--- src/rtl/pipo_write_arbiter_if.sv ---
// Request/acknowledge bundle between NUM_REQ writers and the shared PIPO register arbiter.
// The lock vector exists only when PIPO_ARB_LOCK_EN is defined.
interface pipo_write_arbiter_if #(
    parameter int NUM_REQ = 4,
    parameter int WIDTH   = 8,
    parameter int IDW     = 2
);
    logic [NUM_REQ-1:0]       req;
    logic [NUM_REQ*WIDTH-1:0] wdata;
    logic [NUM_REQ-1:0]       ack;
    logic [WIDTH-1:0]         q;
    logic [IDW-1:0]           owner;
    logic                     busy;
`ifdef PIPO_ARB_LOCK_EN
    logic [NUM_REQ-1:0]       lock;

    modport master (
        output req, wdata, lock,
        input  ack, q, owner, busy
    );

    modport slave (
        input  req, wdata, lock,
        output ack, q, owner, busy
    );
`else
    modport master (
        output req, wdata,
        input  ack, q, owner, busy
    );

    modport slave (
        input  req, wdata,
        output ack, q, owner, busy
    );
`endif
endinterface

--- src/rtl/pipo_write_arbiter.sv ---
// Round-robin req/ack arbiter in front of one shared WIDTH-bit PIPO holding register.
// Optional exclusive-ownership lock is enabled with the PIPO_ARB_LOCK_EN macro.
module pipo_write_arbiter #(
    parameter int NUM_REQ = 4,
    parameter int WIDTH   = 8,
    parameter int IDW     = 2
) (
    input  logic                 clk,
    input  logic                 rst_n,
    pipo_write_arbiter_if.slave  bus
);
    localparam int NPAD = 1 << IDW;

    typedef enum logic [1:0] {
        IDLE   = 2'd0,
        GRANT  = 2'd1,
        LOCKED = 2'd2
    } state_t;

    state_t               state_q, state_d;
    logic [NUM_REQ-1:0]   ack_q, ack_d;
    logic [WIDTH-1:0]     q_q, q_d;
    logic [IDW-1:0]       owner_q, owner_d;
    logic [IDW-1:0]       ptr_q, ptr_d;
    logic                 busy_q, busy_d;

    logic [NUM_REQ-1:0]   lock_vec;
    logic [NPAD-1:0]      lock_pad;
    logic                 lock_active;
    logic [NUM_REQ-1:0]   eligible;
    logic                 found;
    logic [IDW-1:0]       win;

    function automatic logic [NPAD-1:0] pad_vec(input logic [NUM_REQ-1:0] v);
        logic [NPAD-1:0] t;
        t = '0;
        t[NUM_REQ-1:0] = v;
        return t;
    endfunction

    function automatic logic [NUM_REQ-1:0] onehot(input logic [IDW-1:0] idx);
        logic [NPAD-1:0] t;
        t = '0;
        t[idx] = 1'b1;
        return t[NUM_REQ-1:0];
    endfunction

    function automatic logic [IDW-1:0] next_idx(input logic [IDW-1:0] idx);
        logic [IDW:0] s;
        s = {1'b0, idx} + (IDW+1)'(1);
        if (s >= (IDW+1)'(NUM_REQ)) begin
            s = '0;
        end
        return s[IDW-1:0];
    endfunction

`ifdef PIPO_ARB_LOCK_EN
    assign lock_vec = bus.lock;
`else
    assign lock_vec = '0;
`endif

    assign lock_pad    = pad_vec(lock_vec);
    // The owner keeps exclusivity from its ack cycle onward while it holds lock.
    assign lock_active = (state_q != IDLE) && lock_pad[owner_q];

    always_comb begin
        eligible = bus.req & ~ack_q;
        if (lock_active) begin
            eligible = eligible & onehot(owner_q);
        end
    end

    // Rotating search starting at ptr, wrapping modulo NUM_REQ.
    always_comb begin
        logic [NPAD-1:0] elig_pad;
        logic [IDW:0]    cand;
        found    = 1'b0;
        win      = '0;
        cand     = '0;
        elig_pad = pad_vec(eligible);
        for (int i = 0; i < NUM_REQ; i++) begin
            cand = {1'b0, ptr_q} + (IDW+1)'(i);
            if (cand >= (IDW+1)'(NUM_REQ)) begin
                cand = cand - (IDW+1)'(NUM_REQ);
            end
            if (!found && elig_pad[cand[IDW-1:0]]) begin
                found = 1'b1;
                win   = cand[IDW-1:0];
            end
        end
    end

    always_comb begin
        ack_d   = '0;
        q_d     = q_q;
        owner_d = owner_q;
        ptr_d   = ptr_q;
        if (found) begin
            ack_d   = onehot(win);
            owner_d = win;
            ptr_d   = next_idx(win);
            for (int i = 0; i < NUM_REQ; i++) begin
                if (IDW'(i) == win) begin
                    q_d = bus.wdata[i*WIDTH +: WIDTH];
                end
            end
        end
        busy_d = |ack_d;
    end

    always_comb begin
        state_d = state_q;
        unique case (state_q)
            IDLE: begin
                if (found) begin
                    state_d = lock_pad[win] ? LOCKED : GRANT;
                end
            end
            GRANT, LOCKED: begin
                if (lock_active) begin
                    state_d = LOCKED;
                end else if (found) begin
                    state_d = lock_pad[win] ? LOCKED : GRANT;
                end else begin
                    state_d = IDLE;
                end
            end
            default: state_d = IDLE;
        endcase
    end

    always_ff @(posedge clk or negedge rst_n) begin
        if (!rst_n) begin
            state_q <= IDLE;
            ack_q   <= '0;
            q_q     <= '0;
            owner_q <= '0;
            ptr_q   <= '0;
            busy_q  <= 1'b0;
        end else begin
            state_q <= state_d;
            ack_q   <= ack_d;
            q_q     <= q_d;
            owner_q <= owner_d;
            ptr_q   <= ptr_d;
            busy_q  <= busy_d;
        end
    end

    assign bus.ack   = ack_q;
    assign bus.q     = q_q;
    assign bus.owner = owner_q;
    assign bus.busy  = busy_q;

endmodule

--- src/flat_wrapper.sv ---
// flat-port wrapper written by rule: the top's interface ports become plain ports
module pipo_write_arbiter_flat 
#(
    parameter int NUM_REQ = 4,
    parameter int WIDTH   = 8,
    parameter int IDW     = 2
)
  (clk, rst_n, bus_req, bus_wdata, bus_ack, bus_q, bus_owner, bus_busy);
  pipo_write_arbiter_if #(.NUM_REQ(NUM_REQ), .WIDTH(WIDTH), .IDW(IDW)) bus_i ();
  input  logic clk;
  input  logic rst_n;
  input wire logic [$bits(bus_i.req)-1:0] bus_req;
  input wire logic [$bits(bus_i.wdata)-1:0] bus_wdata;
  output wire logic [$bits(bus_i.ack)-1:0] bus_ack;
  output wire logic [$bits(bus_i.q)-1:0] bus_q;
  output wire logic [$bits(bus_i.owner)-1:0] bus_owner;
  output wire logic [$bits(bus_i.busy)-1:0] bus_busy;
  assign bus_i.req = bus_req;
  assign bus_i.wdata = bus_wdata;
  assign bus_ack = bus_i.ack;
  assign bus_q = bus_i.q;
  assign bus_owner = bus_i.owner;
  assign bus_busy = bus_i.busy;
  pipo_write_arbiter #(.NUM_REQ(NUM_REQ), .WIDTH(WIDTH), .IDW(IDW)) u_core (.clk(clk), .rst_n(rst_n), .bus(bus_i));
endmodule
--- config.mk ---
export PLATFORM = sky130hd
export DESIGN_NAME = pipo_write_arbiter_flat
export DESIGN_NICKNAME = d
export VERILOG_FILES = /design/src/rtl/pipo_write_arbiter_if.sv /design/src/rtl/pipo_write_arbiter.sv /design/src/flat_wrapper.sv
export SDC_FILE = /design/constraint.sdc
export NUM_CORES = 1
export LEC_CHECK = 0
export ABC_CLOCK_PERIOD_IN_PS = 2410
export BUFFER_PORTS_ARGS = -buffer_cell sky130_fd_sc_hd__buf_2
export CAP_MARGIN = 5
export CORE_MARGIN = 10
export CORE_UTILIZATION = 30
export DETAILED_ROUTE_END_ITERATION = 10
export HOLD_SLACK_MARGIN = 0.12
export PLACE_DENSITY = 0.66
export SLEW_MARGIN = 20
export SYNTH_ARGS = -nofsm -noshare
export SYNTH_HDL_FRONTEND = slang
export SYNTH_SLANG_ARGS = --single-unit
--- constraint.sdc ---
create_clock -name clk -period 2.41 [get_ports clk]
set_input_delay 0.3615 -clock clk [delete_from_list [all_inputs] [get_ports clk]]
set_output_delay 0.3615 -clock clk [all_outputs]
set_load 0.1 [all_outputs]
==> impl_metrics.ini, run 1 <==
[run_status]
status = completed

[floorplanning]
die_x_um = 79.26
rows = 21
die_area_um2 = 6282
die_h_um = 79.26
core-area_um2 = 3363
ios = 53
start_util = 0.3132

[cells_and_area]
diodes = 0
syn2layout_area_growth_pct = 33.61
post_layout_nonfiller_instances = 207
regArea_um2 = 430.4
fin_nets = 204
num-fill-cells = 357
multiInputGateArea_um2 = 568.0
drive_above_1_share = 0.4658

[setup_path]
critPathTopFamily = compound AO/OA/AOI/OAI gates
endpoint_kind = register
critPathSlowestCell = dfrtp_2
cp-startpoint = u_core.bus.ack[1]
cp_data_required_time_ns = 2.58
path_class = reg2reg
cp_num_buf_inv = 2
worstReg2RegStart = u_core.bus.ack[1]
cp_max_fo = 9
cp_cell_sequence = or2b_2 -> o21ai_1 -> o221ai_1 -> inv_1 -> ha_1 -> buf_12 -> mux2i_1 -> o21ai_0 -> mux2i_1 -> a21oi_1
cp-start-kind = register
worst_path_largest_cell_delay_ns = 0.44
crit_arrival_ns = 2.36
cpMostUsedCell = mux2i_1

[clock_tree]
clockRootBuffer = clkbuf_4
htree_num_levels = 1
cts_made_buffers = 3
insertion_delay_ns = 0.28
clock_sinks = 17
clockBufferDepth = 2
cts_tree = done
cts_setup_buffers = 0
clk_pin_slew_ns = 0.10

[synthesis]
synthCells = 108
yosys-top-cells-area = dfrtp_1 (40%), mux2i_1 (16%), o21ai_0 (5.2%)
synth_top_area_share = 0.4038
syn_area_per_cell_um2 = 9.755
synth_top_cell_by_area = dfrtp_1
synth_cell_type_count = 27
synth-seq-cells = 17
syn-num-nets = 150
synth_area_um2 = 1054
yosysSeqAreaShare = 0.4038
yosysWarnings = 0

[sta]
clock_skew_ns = 0.003545
fin_ws_ns = 0.2195
slew_viol_final = 0
slew_headroom = 0.6699
setup_viol = 0
finalHoldViolCount = 0
grt_setup_unrepaired = no
setup_tns_ns = 0
worst_slew_pin_slew_ns = 0.4986
layout_worst_path_cycle_share = 0.9089
fmax_ghz = 0.4565
post-route-min-period_ns = 2.190

[detailed_routing]
vias = 944
drc = 0
wirelength_um = 2960
firstDrtPassIters = 3
postRouteAntennaNets = 0
post_drt_wl_per_cell_um = 14.30
routed_via_density = 4.560
first_iter_violations = 19

[global_routing]
grt_max_degree = 25
grt_pass1_vias = 1073
grtUsageMet2 = 0.1452
grt_pass1_wl_um = 4823
grt_busiest_layer = met2
use_met1 = 0.1004
overflow = 0
antenna_found_initial = 0
grt_util_met3 = 0.06982
track_usage = 0.09316

[placement]
port_buffers = 52
dp_cells = 202
dp_hpwl_um = 2448
place.gp.congestion = 0.7558
pre_cts_ws_ns = 0.1214

[job]
maxCapViolations = 0

[min_path]
hold_path_startpoint = bus_wdata[30]
hp-class = in2reg
[metal layers]
layer	wire (um)	up-vias
li1	-	477
met1	1238	423
met2	1255	44
met3	465	0
met4	0	0
met5	0	-
[logic make-up after synthesis]
group,count (synthesis),share of synthesized area
fa+ha+maj,4,0.04751
flops,17,0.4038
simple gates,31,0.1722
compound gates,26,0.1354
buf+inv,12,0.06531
mux,18,0.1758
[metrics by stage]
| stage | hold slack, ns | utilization | instance area [um^2] |
|---|---|---|---|
| 2_1_floorplan | 0.06591 | - | 1059 |
| 5_1_grt | 0.3780 | 0.4185 | 1408 |
| 3_3_place_gp | 0.3070 | 0.4048 | 1361 |
| 4_1_cts | 0.3675 | 0.4159 | 1399 |
| 6_report | 0.3759 | 0.4185 | 1408 |
| 3_5_place_dp | 0.3060 | 0.4048 | 1361 |
[layout by cell type, fill, tap and decap left out, types with 2 or more instances in the layout]
master | netlist | routed
a21oi_1 | 10 | 10
and2_2 | 3 | 3
buf_2 | 1 | 52
buf_4 | 0 | 2
clkbuf_4 | 0 | 3
dfrtp_1 | 17 | 13
dfrtp_2 | 0 | 4
ha_1 | 4 | 3
inv_1 | 5 | 5
mux2i_1 | 17 | 17
nand2_1 | 9 | 9
nand2b_1 | 2 | 2
nor2_1 | 8 | 8
nor2b_4 | 2 | 2
o21ai_0 | 11 | 10
o21ai_1 | 1 | 2
[path summary, 6_finish.rpt]
path                                        to  slack [ns]  cells after the start
hold / removal                 u_core.bus.q[6]        0.38                      3
hold reg to reg            u_core.bus.owner[1]        0.53                      2
min in group asynchronous      u_core.bus.q[2]        0.54                      2
setup / recovery               u_core.bus.q[1]        0.22                     10
setup reg to reg               u_core.bus.q[1]        0.22                     10
max in group asynchronous    u_core.bus.ack[1]        1.57                      2
[state kept, by name, indices dropped and copies added, names as in the netlist]
name,flops
u_core.bus.owner,2
u_core.ptr_q,2
u_core.bus.ack,4
u_core.bus.busy,1
u_core.bus.q,8
[cell type report]
| cell class | instances | share of cell area |
|---|---|---|
| clock buffers | 3 | 0.01600 |
| clock inverters | 1 | 0.003556 |
| inverters | 5 | 0.01333 |
| multi-input cells | 79 | 0.4036 |
| flip-flops and latches | 17 | 0.3058 |
| well taps | 46 | 0.04089 |
| repair buffers | 56 | 0.2169 |
[repair_timing]
item,in CTS,in global routing
setup endpoints to repair,0,5
gates resized for setup,0,3
hold buffers,1,0
endpoints found under the hold margin,17,0
[Yosys cell counts, drive strengths merged]
cell / instances
dfrtp: 17
mux2i: 17
o21ai: 13
a21oi: 10
nand2: 9
nor2: 8
inv: 5
and2: 4
buf: 4
ha: 4
nor2b: 4
clkbuf: 3
nand2b: 2
and3b: 1
mux2: 1
nor3: 1
o221ai: 1
o22a: 1
o22ai: 1
or2b: 1
or4: 1
[worst register-to-register path: stages (launching register included)]
cell and delay (ns):
dfrtp_2 0.44, or2b_2 0.32, o21ai_1 0.15, o221ai_1 0.16, inv_1 0.12, ha_1 0.21
buf_12 0.15, mux2i_1 0.17, o21ai_0 0.10, mux2i_1 0.17, a21oi_1 0.08
Power of run 1 is not shown: default switching activity piles up to over one toggle a cycle in this logic, so the estimate is an artifact.
==> run 2, diff against run 1 <==
--- a/config.mk
+++ b/config.mk
@@ -12,7 +12,7 @@
 export CORE_UTILIZATION = 30
 export DETAILED_ROUTE_END_ITERATION = 10
 export HOLD_SLACK_MARGIN = 0.12
-export PLACE_DENSITY = 0.66
+export PLACE_DENSITY = 0.55
 export SLEW_MARGIN = 20
 export SYNTH_ARGS = -nofsm -noshare
 export SYNTH_HDL_FRONTEND = slang
==> impl_metrics.ini, run 2 (same netlist as run 1, synthesis figures left out) <==
[run_status]
status = completed

[floorplanning]
die_area_um2 = 6282
die_h_um = 79.26
start_util = 0.3132
ios = 53
core-area_um2 = 3363
die_x_um = 79.26
rows = 21

[sta]
finalHoldViolCount = 0
post-route-min-period_ns = 2.146
slew_headroom = 0.6730
layout_worst_path_cycle_share = 0.8906
slew_viol_final = 0
fmax_ghz = 0.4659
clock_skew_ns = 0.0008541
setup_tns_ns = 0
setup_viol = 0
grt_setup_unrepaired = no
worst_slew_pin_slew_ns = 0.4939

[setup_path]
cp-start-kind = register
crit_arrival_ns = 2.31
r2r_slack_ns = 0.26
endpoint = u_core.bus.q[7]
cp-startpoint = u_core.bus.ack[1]
path_class = reg2reg
worstReg2RegStart = u_core.bus.ack[1]
endpoint_kind = register
reg2reg_depth = 10
reg2reg_to = u_core.bus.q[7]
cp_data_required_time_ns = 2.58
cp_max_fo = 9

[clock_tree]
htree_num_levels = 1
insertion_delay_ns = 0.28
clk_pin_slew_ns = 0.09
clockBufferDepth = 2
cts_setup_buffers = 0
cts_made_buffers = 3
cts_tree = done
clock_sinks = 17
clockRootBuffer = clkbuf_4

[cells_and_area]
largest_reg_flops = 8
drive_above_1_share = 0.4630
mostFrequentLayoutCells = buf_2 (52), mux2i_1 (17), dfrtp_1 (13)
final_common_cell = buf_2
fin_nets = 205
syn2layout_area_growth_pct = 34.20
diodes = 0
fin_area_um2 = 1414

[global_routing]
track_usage = 0.09154
overflow = 0
grt_pass1_vias = 1013
antenna_found_initial = 0
grt_pass1_wl_um = 4657
grt_max_degree = 25

[placement]
placed_area_um2 = 1369
port_buffers = 52
place.gp.congestion = 0.7373
dp_hpwl_um = 2295

[detailed_routing]
routed_via_density = 4.423
firstDrtPassIters = 2
wirelength_um = 2728
post_drt_wl_per_cell_um = 13.12
first_iter_violations = 22
postRouteAntennaNets = 0
drc = 0
vias = 920

[min_path]
hp-class = in2reg

[job]
maxCapViolations = 0
==> run 2: area by class of cell <==
cell class | instances | area [um^2]
clock buffers | 4 | 26.28
fillers | 364 | 1949
inverters | 5 | 18.77
multi-input cells | 79 | 568.0
flip-flops and latches | 17 | 430.4
well taps | 46 | 57.56
repair buffers | 57 | 312.8
==> run 2: worst min-delay path by stage <==
stage	cells past startpoint	from	endpoint
3_5_place_dp	1	rst_n	u_core.bus.q[1]
2_1_floorplan	0	rst_n	u_core.bus.ack[0]
3_3_place_gp	1	rst_n	u_core.bus.q[1]
4_1_cts	3	bus_wdata[29]	u_core.bus.q[5]
5_1_grt	3	bus_wdata[24]	u_core.bus.q[0]
6_report	3	bus_wdata[29]	u_core.bus.q[5]
==> run 2: timing repair <==
item,in CTS,in global routing
gates resized for setup,0,3
hold buffers,1,0
endpoints found under the setup margin,0,8
hold endpoints to repair,17,0
==> run 2: worst max-delay path: stages, from the launching register on <==
cell      delay (ns)
dfrtp_2         0.44
or2b_2          0.32
o21ai_1         0.15
o221ai_1        0.16
inv_1           0.12
ha_1            0.20
buf_12          0.14
mux2i_1         0.19
o21ai_0         0.10
mux2i_1         0.14
a21oi_1         0.08
==> run 2: metrics by stage <==
stage,utilization,hold WS (ns),std cells,setup WS [ns]
4_1_cts,0.4178,0.3732,208,0.1859
6_report,0.4204,0.3820,208,0.2635
2_1_floorplan,-,0.06591,108,0.05215
3_5_place_dp,0.4070,0.3148,203,0.1646
3_3_place_gp,0.4070,0.3097,203,0.2291
5_1_grt,0.4204,0.3879,208,0.006197
==> run 2: routing by layer <==
layer,track usage,vias up,routed length [um]
li1,-,477,-
met5,0,-,0
met4,0.03763,0,36
met2,0.1338,44,1110
met3,0.05968,4,382
met1,0.1030,395,1199
Power of run 2 is left out for the same reason.
